--- config.mk ---
export PLATFORM = sky130hd
export DESIGN_NAME = rst_seq_ctrl_flat
export DESIGN_NICKNAME = d
export VERILOG_FILES = /design/src/rtl/rst_seq_pkg.sv /design/src/rtl/rst_seq_ctrl_if.sv /design/src/rtl/rst_sync.sv /design/src/rtl/rst_seq_ctrl.sv /design/src/flat_wrapper.sv
export SDC_FILE = /design/constraint.sdc
export NUM_CORES = 1
export LEC_CHECK = 0
export ABC_CLOCK_PERIOD_IN_PS = 4400
export BUFFER_PORTS_ARGS = -buffer_cell sky130_fd_sc_hd__buf_2
export CAP_MARGIN = 20
export CORE_ASPECT_RATIO = 1.1
export CORE_MARGIN = 2
export CORE_UTILIZATION = 59
export DETAILED_ROUTE_END_ITERATION = 6
export MAX_ROUTING_LAYER = met4
export PLACE_DENSITY = 0.81
export SLEW_MARGIN = 0
export SYNTH_ARGS = -nofsm -noshare
export SYNTH_HDL_FRONTEND = slang
export SYNTH_SLANG_ARGS = --single-unit
--- constraint.sdc ---
create_clock -name rtl_clk -period 4.4 [get_ports rtl_clk]
set_input_delay 0.66 -clock rtl_clk [delete_from_list [all_inputs] [get_ports rtl_clk]]
set_output_delay 0.66 -clock rtl_clk [all_outputs]
set_load 0.01 [all_outputs]
--- src/rtl/rst_seq_pkg.sv ---
// Shared types and width helpers for the reset sequencer.
//   seq_state_t  : FSM encoding, also exported on the seq_state debug port
//   calc_cnt_w   : width of the counter shared by RELEASE and SOFT_ASSERT
//   calc_idx_w   : width of the release index (at least one bit)
package rst_seq_pkg;

  typedef enum logic [2:0] {
    RST         = 3'd0,
    SYNC_WAIT   = 3'd1,
    RELEASE     = 3'd2,
    DONE        = 3'd3,
    SOFT_ASSERT = 3'd4
  } seq_state_t;

  function automatic int unsigned calc_cnt_w(input int unsigned gap_cyc,
                                             input int unsigned soft_hold);
    int unsigned max_cyc;
    max_cyc = (gap_cyc > soft_hold) ? gap_cyc : soft_hold;
    return $clog2(max_cyc + 1);
  endfunction

  function automatic int unsigned calc_idx_w(input int unsigned num_rst);
    return (num_rst > 1) ? $clog2(num_rst) : 1;
  endfunction

endpackage

--- src/rtl/rst_seq_ctrl_if.sv ---
// Bus between the reset sequencer and its clients.
//   soft_rst_req : level soft-reset request, held until soft_rst_ack
//   soft_rst_ack : one-cycle pulse when a soft-initiated sequence completes
//   rst_out_n    : per-block active-low resets, index 0 released first
//   rst_done     : all outputs released, sequencer idle
//   seq_state    : current FSM state (debug)
// master = sequencer side, slave = requester/consumer side.
interface rst_seq_ctrl_if #(
  parameter int unsigned NUM_RST = 4
) ();

  logic               soft_rst_req;
  logic               soft_rst_ack;
  logic [NUM_RST-1:0] rst_out_n;
  logic               rst_done;
  logic [2:0]         seq_state;

  modport master (
    input  soft_rst_req,
    output soft_rst_ack,
    output rst_out_n,
    output rst_done,
    output seq_state
  );

  modport slave (
    output soft_rst_req,
    input  soft_rst_ack,
    input  rst_out_n,
    input  rst_done,
    input  seq_state
  );

endinterface

--- src/rtl/rst_sync.sv ---
// Async-assert / sync-deassert reset synchronizer.
//   rtl_clk   : clock
//   rstb      : raw asynchronous active-low reset
//   rstb_sync : rstb with de-assertion delayed by STAGES flops
module rst_sync #(
  parameter int unsigned STAGES = 2
) (
  input  logic rtl_clk,
  input  logic rstb,
  output logic rstb_sync
);

  logic [STAGES-1:0] sync_q;

  always_ff @(posedge rtl_clk or negedge rstb) begin
    if (!rstb) begin
      sync_q <= '0;
    end else begin
      sync_q <= {sync_q[STAGES-2:0], 1'b1};
    end
  end

  assign rstb_sync = sync_q[STAGES-1];

endmodule

--- src/rtl/rst_seq_ctrl.sv ---
// Reset sequencer for the rtl_clk domain.
// Releases NUM_RST downstream resets one at a time, GAP_CYC cycles apart, after the
// board reset has been synchronized. A soft reset (req/ack on the bus) drops all outputs
// for SOFT_HOLD cycles and replays the release sequence without the sync wait.
//   rtl_clk : clock, rising edge
//   rstb    : asynchronous active-low board reset
//   bus     : rst_seq_ctrl_if master (soft_rst_req/ack, rst_out_n, rst_done, seq_state)
// Every bus output is driven straight from a flop so downstream resets cannot glitch.
module rst_seq_ctrl
  import rst_seq_pkg::*;
#(
  parameter int unsigned NUM_RST     = 4,
  parameter int unsigned SYNC_STAGES = 2,
  parameter int unsigned GAP_CYC     = 8,
  parameter int unsigned SOFT_HOLD   = 4
) (
  input  logic                  rtl_clk,
  input  logic                  rstb,
  rst_seq_ctrl_if.master        bus
);

  localparam int unsigned CNT_W = calc_cnt_w(GAP_CYC, SOFT_HOLD);
  localparam int unsigned IDX_W = calc_idx_w(NUM_RST);

  localparam logic [CNT_W-1:0] GAP_LAST  = CNT_W'(GAP_CYC - 1);
  localparam logic [CNT_W-1:0] HOLD_LAST = CNT_W'(SOFT_HOLD - 1);
  localparam logic [IDX_W-1:0] IDX_LAST  = IDX_W'(NUM_RST - 1);

  logic rstb_sync;

  seq_state_t         state_q, state_d;
  logic [CNT_W-1:0]   cnt_q, cnt_d;
  logic [IDX_W-1:0]   idx_q, idx_d;
  logic [NUM_RST-1:0] out_q, out_d;
  logic               done_q, done_d;
  logic               ack_q, ack_d;
  // Registered soft-reset acceptance; the FSM acts on it one edge later.
  logic               accept_q, accept_d;
  // Set once a soft reset has been taken; qualifies ack at the end of the sequence.
  logic               soft_q, soft_d;

  rst_sync #(
    .STAGES (SYNC_STAGES)
  ) u_rst_sync (
    .rtl_clk   (rtl_clk),
    .rstb      (rstb),
    .rstb_sync (rstb_sync)
  );

  always_comb begin
    state_d  = state_q;
    cnt_d    = cnt_q;
    idx_d    = idx_q;
    out_d    = out_q;
    soft_d   = soft_q;
    accept_d = 1'b0;

    unique case (state_q)
      RST: begin
        state_d = SYNC_WAIT;
      end
      SYNC_WAIT: begin
        if (rstb_sync) begin
          state_d = RELEASE;
          cnt_d   = '0;
          idx_d   = '0;
        end
      end
      RELEASE: begin
        if (cnt_q == GAP_LAST) begin
          cnt_d        = '0;
          out_d[idx_q] = 1'b1;
          if (idx_q == IDX_LAST) begin
            state_d = DONE;
          end else begin
            idx_d = idx_q + 1'b1;
          end
        end else begin
          cnt_d = cnt_q + 1'b1;
        end
      end
      DONE: begin
        if (accept_q) begin
          state_d = SOFT_ASSERT;
          cnt_d   = '0;
          idx_d   = '0;
          out_d   = '0;
          soft_d  = 1'b1;
        end else begin
          // done_q keeps a request held through the final release from being taken
          // on the very edge ack rises; ack_q masks the cycle after.
          accept_d = done_q && bus.soft_rst_req && !ack_q;
        end
      end
      SOFT_ASSERT: begin
        if (cnt_q == HOLD_LAST) begin
          state_d = RELEASE;
          cnt_d   = '0;
        end else begin
          cnt_d = cnt_q + 1'b1;
        end
      end
      default: begin
        state_d = RST;
      end
    endcase

    done_d = (state_q == DONE) && !accept_q;
    ack_d  = done_d && !done_q && soft_q;
  end

  always_ff @(posedge rtl_clk or negedge rstb) begin
    if (!rstb) begin
      state_q  <= RST;
      cnt_q    <= '0;
      idx_q    <= '0;
      out_q    <= '0;
      done_q   <= 1'b0;
      ack_q    <= 1'b0;
      accept_q <= 1'b0;
      soft_q   <= 1'b0;
    end else begin
      state_q  <= state_d;
      cnt_q    <= cnt_d;
      idx_q    <= idx_d;
      out_q    <= out_d;
      done_q   <= done_d;
      ack_q    <= ack_d;
      accept_q <= accept_d;
      soft_q   <= soft_d;
    end
  end

  assign bus.rst_out_n    = out_q;
  assign bus.rst_done     = done_q;
  assign bus.soft_rst_ack = ack_q;
  assign bus.seq_state    = state_q;

endmodule
--- src/flat_wrapper.sv ---
// flat-port wrapper written by rule: the top's interface ports become plain ports
module rst_seq_ctrl_flat import rst_seq_pkg::*;
#(
  parameter int unsigned NUM_RST     = 4,
  parameter int unsigned SYNC_STAGES = 2,
  parameter int unsigned GAP_CYC     = 8,
  parameter int unsigned SOFT_HOLD   = 4
)
  (rtl_clk, rstb, bus_soft_rst_req, bus_soft_rst_ack, bus_rst_out_n, bus_rst_done, bus_seq_state);
  rst_seq_ctrl_if #(.NUM_RST(NUM_RST)) bus_i ();
  input  logic rtl_clk;
  input  logic rstb;
  input wire logic [$bits(bus_i.soft_rst_req)-1:0] bus_soft_rst_req;
  output wire logic [$bits(bus_i.soft_rst_ack)-1:0] bus_soft_rst_ack;
  output wire logic [$bits(bus_i.rst_out_n)-1:0] bus_rst_out_n;
  output wire logic [$bits(bus_i.rst_done)-1:0] bus_rst_done;
  output wire logic [$bits(bus_i.seq_state)-1:0] bus_seq_state;
  assign bus_i.soft_rst_req = bus_soft_rst_req;
  assign bus_soft_rst_ack = bus_i.soft_rst_ack;
  assign bus_rst_out_n = bus_i.rst_out_n;
  assign bus_rst_done = bus_i.rst_done;
  assign bus_seq_state = bus_i.seq_state;
  rst_seq_ctrl #(.NUM_RST(NUM_RST), .SYNC_STAGES(SYNC_STAGES), .GAP_CYC(GAP_CYC), .SOFT_HOLD(SOFT_HOLD)) u_core (.rtl_clk(rtl_clk), .rstb(rstb), .bus(bus_i));
endmodule
==> Yosys cells after proc, flatten, opt, wreduce, memory -nomap -nowiden <==
Index checks and enable logic that the tools add are counted.
{ "totals": {"output_inout_bits": 9, "inputBits": 3, "wordCells": 67, "register_bits": 19} }
{ "classes": {"n_bitwise": 1, "n_eq_ne": 13, "magnitude_cmp": 2, "mux": 22, "add_sub_neg": 2, "reduce_logical": 18} }
{ "op_table": {"columns": ["op", "n"], "rows": [
  ["2-to-1 mux 4 bit", 5],
  ["one-hot mux 4 bit (4 select lines)", 1],
  ["2-to-1 mux 3 bit", 5],
  ["one-hot mux 3 bit (5 select lines)", 1],
  ["AND reduction 5 bit", 2],
  ["2-to-1 mux 2 bit", 4],
  ["!= test 2 x 1 -> 1 bit, second input constant", 4],
  ["one-hot mux 4 bit (2 select lines)", 1],
  ["== test 3 x 2 -> 1 bit, second input constant", 2],
  ["logical AND 1 bit", 6],
  ["one-hot mux 2 bit (3 select lines)", 1],
  ["AND reduction 3 bit", 2],
  ["adder 4 x 1 -> 4 bit, second input constant", 1],
  ["== test 4 x 2 -> 1 bit, second input constant", 1],
  ["== test 4 x 3 -> 1 bit, second input constant", 1],
  ["!= test 2 bit, second input constant", 2],
  ["bitwise OR 4 bit", 1],
  ["nonzero test 4 bit", 1],
  ["== test 3 x 1 -> 1 bit, second input constant", 1],
  ["== test 3 bit, second input constant", 1],
  ["logical NOT 1 bit", 3],
  ["logical NOT 3 bit", 1],
  ["less-than comparator 2 x 3 -> 1 bit, second input constant", 1],
  ["2-to-1 mux 1 bit", 3],
  ["other kinds (7)", 7]
]} }

==> Longest topological paths before layout <==
{ "logic_depth": {"depth_word": 7, "ltp_mapped": 5, "ltp_nobuf": 5} }

==> Cells and area by module <==
From an unflattened synthesis, not the netlist that was laid out.
{ "unflattened": {"hier_cells": 91, "area_unflattened_um2": 958.4} }
{ "by_module_without_submodules": {"columns": ["mod", "instances", "cells_per_inst", "seq_area_each_um2", "area_each_um2"], "rows": [
  ["rst_seq_ctrl", 1, 88, 425.4, 904.6],
  ["rst_sync", 1, 3, 50.0, 53.8]
]} }

==> Worst setup path before layout <==
OpenSTA, ideal clock, no wires.
{ "synth_path": {"path_type": "register to register", "start": "reg u_core.state_q[0] (netlist: u_core.bus.seq_state[0])", "end": "reg u_core.cnt_q[3]", "arrival_ns": 1.370, "required_time_ns": 4.276, "slack_ns": 2.906, "setup_ns": 0.124, "n_path_buf": 1, "period_less_slack_ns": 1.494, "stages_incl_launch_ff": 5, "cell_sequence": "dfrtp_1 -> buf_6 -> or3b_4 -> o21a_2 -> a211o_1"} }
{ "synth_via": {"elab_chain_len": 3, "elab_cells_between_ends": 9, "cone_classes": "6 x eq/ne; 1 x mux; 2 x reduce/logical"} }
{ "synth_rtl": {"columns": ["item", "line", "text"], "rows": [
  ["from (decl)", "rst_seq_ctrl.sv:31", "seq_state_t state_q, state_d;"],
  ["from (signal assigned)", "rst_seq_ctrl.sv:123", "state_q <= state_d;"],
  ["== test 3 x 1 -> 1 bit (tied with other cells)", "rst_seq_ctrl.sv:58", "unique case (state_q)"],
  ["nonzero test 4 bit (no source line) (tied with other cells)", null, null],
  ["AND reduction 3 bit (no source line)", null, null],
  ["to (signal assigned)", "rst_seq_ctrl.sv:124", "cnt_q <= cnt_d;"],
  ["to (decl)", "rst_seq_ctrl.sv:32", "logic [CNT_W-1:0] cnt_q, cnt_d;"]
]} }
Several ways; a longest one is shown, not always the timed one.
A chain may end at the register's enable or synchronous reset.

==> Worst setup path after layout <==
{ "layout_path": {"start": "reg u_core.state_q[0] (netlist: u_core.bus.seq_state[0])", "end": "out bus_seq_state[0]"} }
{ "layout_lines": {"columns": ["item", "line", "text"], "rows": [
  ["to (decl)", "flat_wrapper.sv:17", "output wire logic [$bits(bus_i.seq_state)-1:0] bus_seq_state;"]
]} }
No word-level cell between the ends.

==> out/results.ini <==
[placed_design]
port_buffers=11
post-place-ws_ns=2.81
dpl.hpwl_um=1210
place_congestion=0.767
post_dp_cell_area_um2=1000

[detailed_routing]
num_vias=660
viasPerCell=5.79
wl_per_cell_um=13.9
drtAntennaViolNets=0
drc=0
dr.pass1.iters=4
drtIter0Drc=18
drt-total-wl_um=1590

[cells_and_area]
post-route-cell-area_um2=1030
drive_gt1_share_pct=27.8
antenna_cells=0
post-route-util_pct=67.6
syn_to_final_growth_pct=9.91
fillers=123
nets=106

[logic_synthesis]
synth_nets=91
post_synth_num_cell_types=32
yosysMostFrequentCell=dfrtp_1
synth_area_per_cell_um2=11.3
yosys.area.top_type=dfrtp_1
synth_area_leaders=dfrtp_1 (51%), ha_1 (6.7%), a21oi_1 (3.7%), o32ai_4 (2.9%), nand2_1 (2.8%)
synth_common_cells=dfrtp_1 (19), a21oi_1 (7), nand2_1 (7)
ys_ff_latch=19
ys_seq_area_share_pct=50.9
ys_warn_count=0
syn_inst=83
synth-edff-count=0
yosysTopAreaCellShare_pct=50.9
synthFlopType=dfrtp_1
async_reset_ff_share_pct=100
synth_area_um2=935

[clocking]
root_buffer=clkbuf_4
cts_resized=0
cts_buffer_depth=2
tritoncts=built
path_clk_slew_ns=0.11
postCtsHoldBufs=0
htree_levels=1
cts_setup_buffers=0
cts.sinks=19
clock_latency_ns=0.30
numCtsBuffers=3

[timing]
rsz0062_at_grt=no
finalClockSkew_ns=0.00845
setup_ws_ns=2.62
max_freq_mhz=562
drv_slew=0
setup_violations=0
hold_viol_final=0
fin_hold_ws_ns=0.272
fin_crit_ns=1.78
finalCritPeriodShare_pct=40.5
fin_setup_tns_ns=0

[global_routing]
track_usage_pct=19.7
grt_max_degree=20
antenna_found_initial=0
grt_pass1_vias=623
grt_pass1_wl_um=2640
grt_overflow=0

[setup_path]
path_max_fanout=11
crit_type=flip-flop to output port
crit_start=u_core.bus.seq_state[0]$_DFFE_PN0P_
arrival_ns=1.12
max_stage_delay_ns=0.61
cp_slowest_cell=dfrtp_1
cp_top_family=flip-flops
end_kind=output port
crit_buf_inv=1
worst-path-stages=1
r2r_setup_slack_ns=2.80
critPathLaunchType=flip-flop
rr_startpoint=u_core.cnt_q[0]$_DFFE_PN0P_
rr_worst_depth=5
crit_chain=buf_2
required_ns=3.74

[pwr]
leakage_nw=0.508
irDropWorstVdd_mv=0.358
power.density_nw_per_um2=552

[die]
ios=12
die_area_um2=1920
coreArea_um2=1520
start_util_pct=61.5
die_w_um=42.0
die_h_um=45.7
rows=15

[min_path]
hold_class=input port to asynchronous set/reset pin

[outcome]
status=complete, no violations

[flow_run]
cap_viol_max_count=0

cell families after synthesis:
family / count (synthesis) / synth area share, %
compound gates: 20 / 15.8
fa+ha+maj: 5 / 6.69
buf+inv: 6 / 3.21
flops: 19 / 50.9
mux: 2 / 2.41
other cells: 1 / 0.401
simple gates: 30 / 20.6
worst paths after layout:
| kind | endpoint |
|---|---|
| max | bus_seq_state[0] |
| min | u_core.bus.soft_rst_ack$_DFF_PN0_ |
| max reg2reg | u_core.cnt_q[3]$_DFFE_PN0P_ |
| min reg2reg | u_core.u_rst_sync.sync_q[1]$_DFF_PN0_ |
| max in group asynchronous | u_core.idx_q[0]$_DFFE_PN0P_ |
| min in group rtl_clk | u_core.u_rst_sync.sync_q[1]$_DFF_PN0_ |
placed cells by master, fill, tap and decap left out, types with 3 or more instances in the layout:
| master | Yosys | layout |
|---|---|---|
| dfrtp_1 | 19 | 19 |
| buf_2 | 0 | 11 |
| nand2_1 | 7 | 7 |
| a21oi_1 | 7 | 7 |
| inv_1 | 5 | 5 |
| nor2_1 | 5 | 5 |
| ha_1 | 5 | 5 |
| o21ai_0 | 3 | 3 |
| clkbuf_4 | 0 | 3 |
sequential cells by signal, indices dropped and copies added, names as in the netlist:
name	count
u_core.idx_q	2
u_core.accept_q	1
u_core.bus.rst_done	1
u_core.soft_q	1
u_core.bus.seq_state	3
u_core.cnt_q	4
u_core.bus.soft_rst_ack	1
u_core.u_rst_sync.sync_q	2
u_core.bus.rst_out_n	4
power breakdown:
group,total [mW],switching [mW],internal [mW]
Clock,0.0870,0.0531,0.0339
Combinational,0.207,0.104,0.103
Sequential,0.273,0.0552,0.218
routing by layer:
layer	global-route usage [%]	routed length [um]	vias to the layer above
met1	20.4	676	319
met3	2.38	51	4
li1	-	-	321
met2	34.4	813	16
met5	-	0	-
met4	16.1	43	0
stage by stage:
step,cells,total power [mW]
detailed placement,110,0.486
finish,114,0.567
CTS,114,0.571
global route,114,0.607
floorplan,83,0.430
global placement,110,0.475
area by class of cell:
type | count | area (um2) | share of cell area, %
flip-flops and latches | 19 | 475 | 46.3
multi-input cells | 58 | 429 | 41.8
repair buffers | 11 | 55.1 | 5.36
clock buffers | 3 | 22.5 | 2.19
well taps | 17 | 21.3 | 2.07
inverters | 5 | 18.8 | 1.83
clock inverters | 1 | 5.00 | 0.487
(Power assumes the default switching activity.)
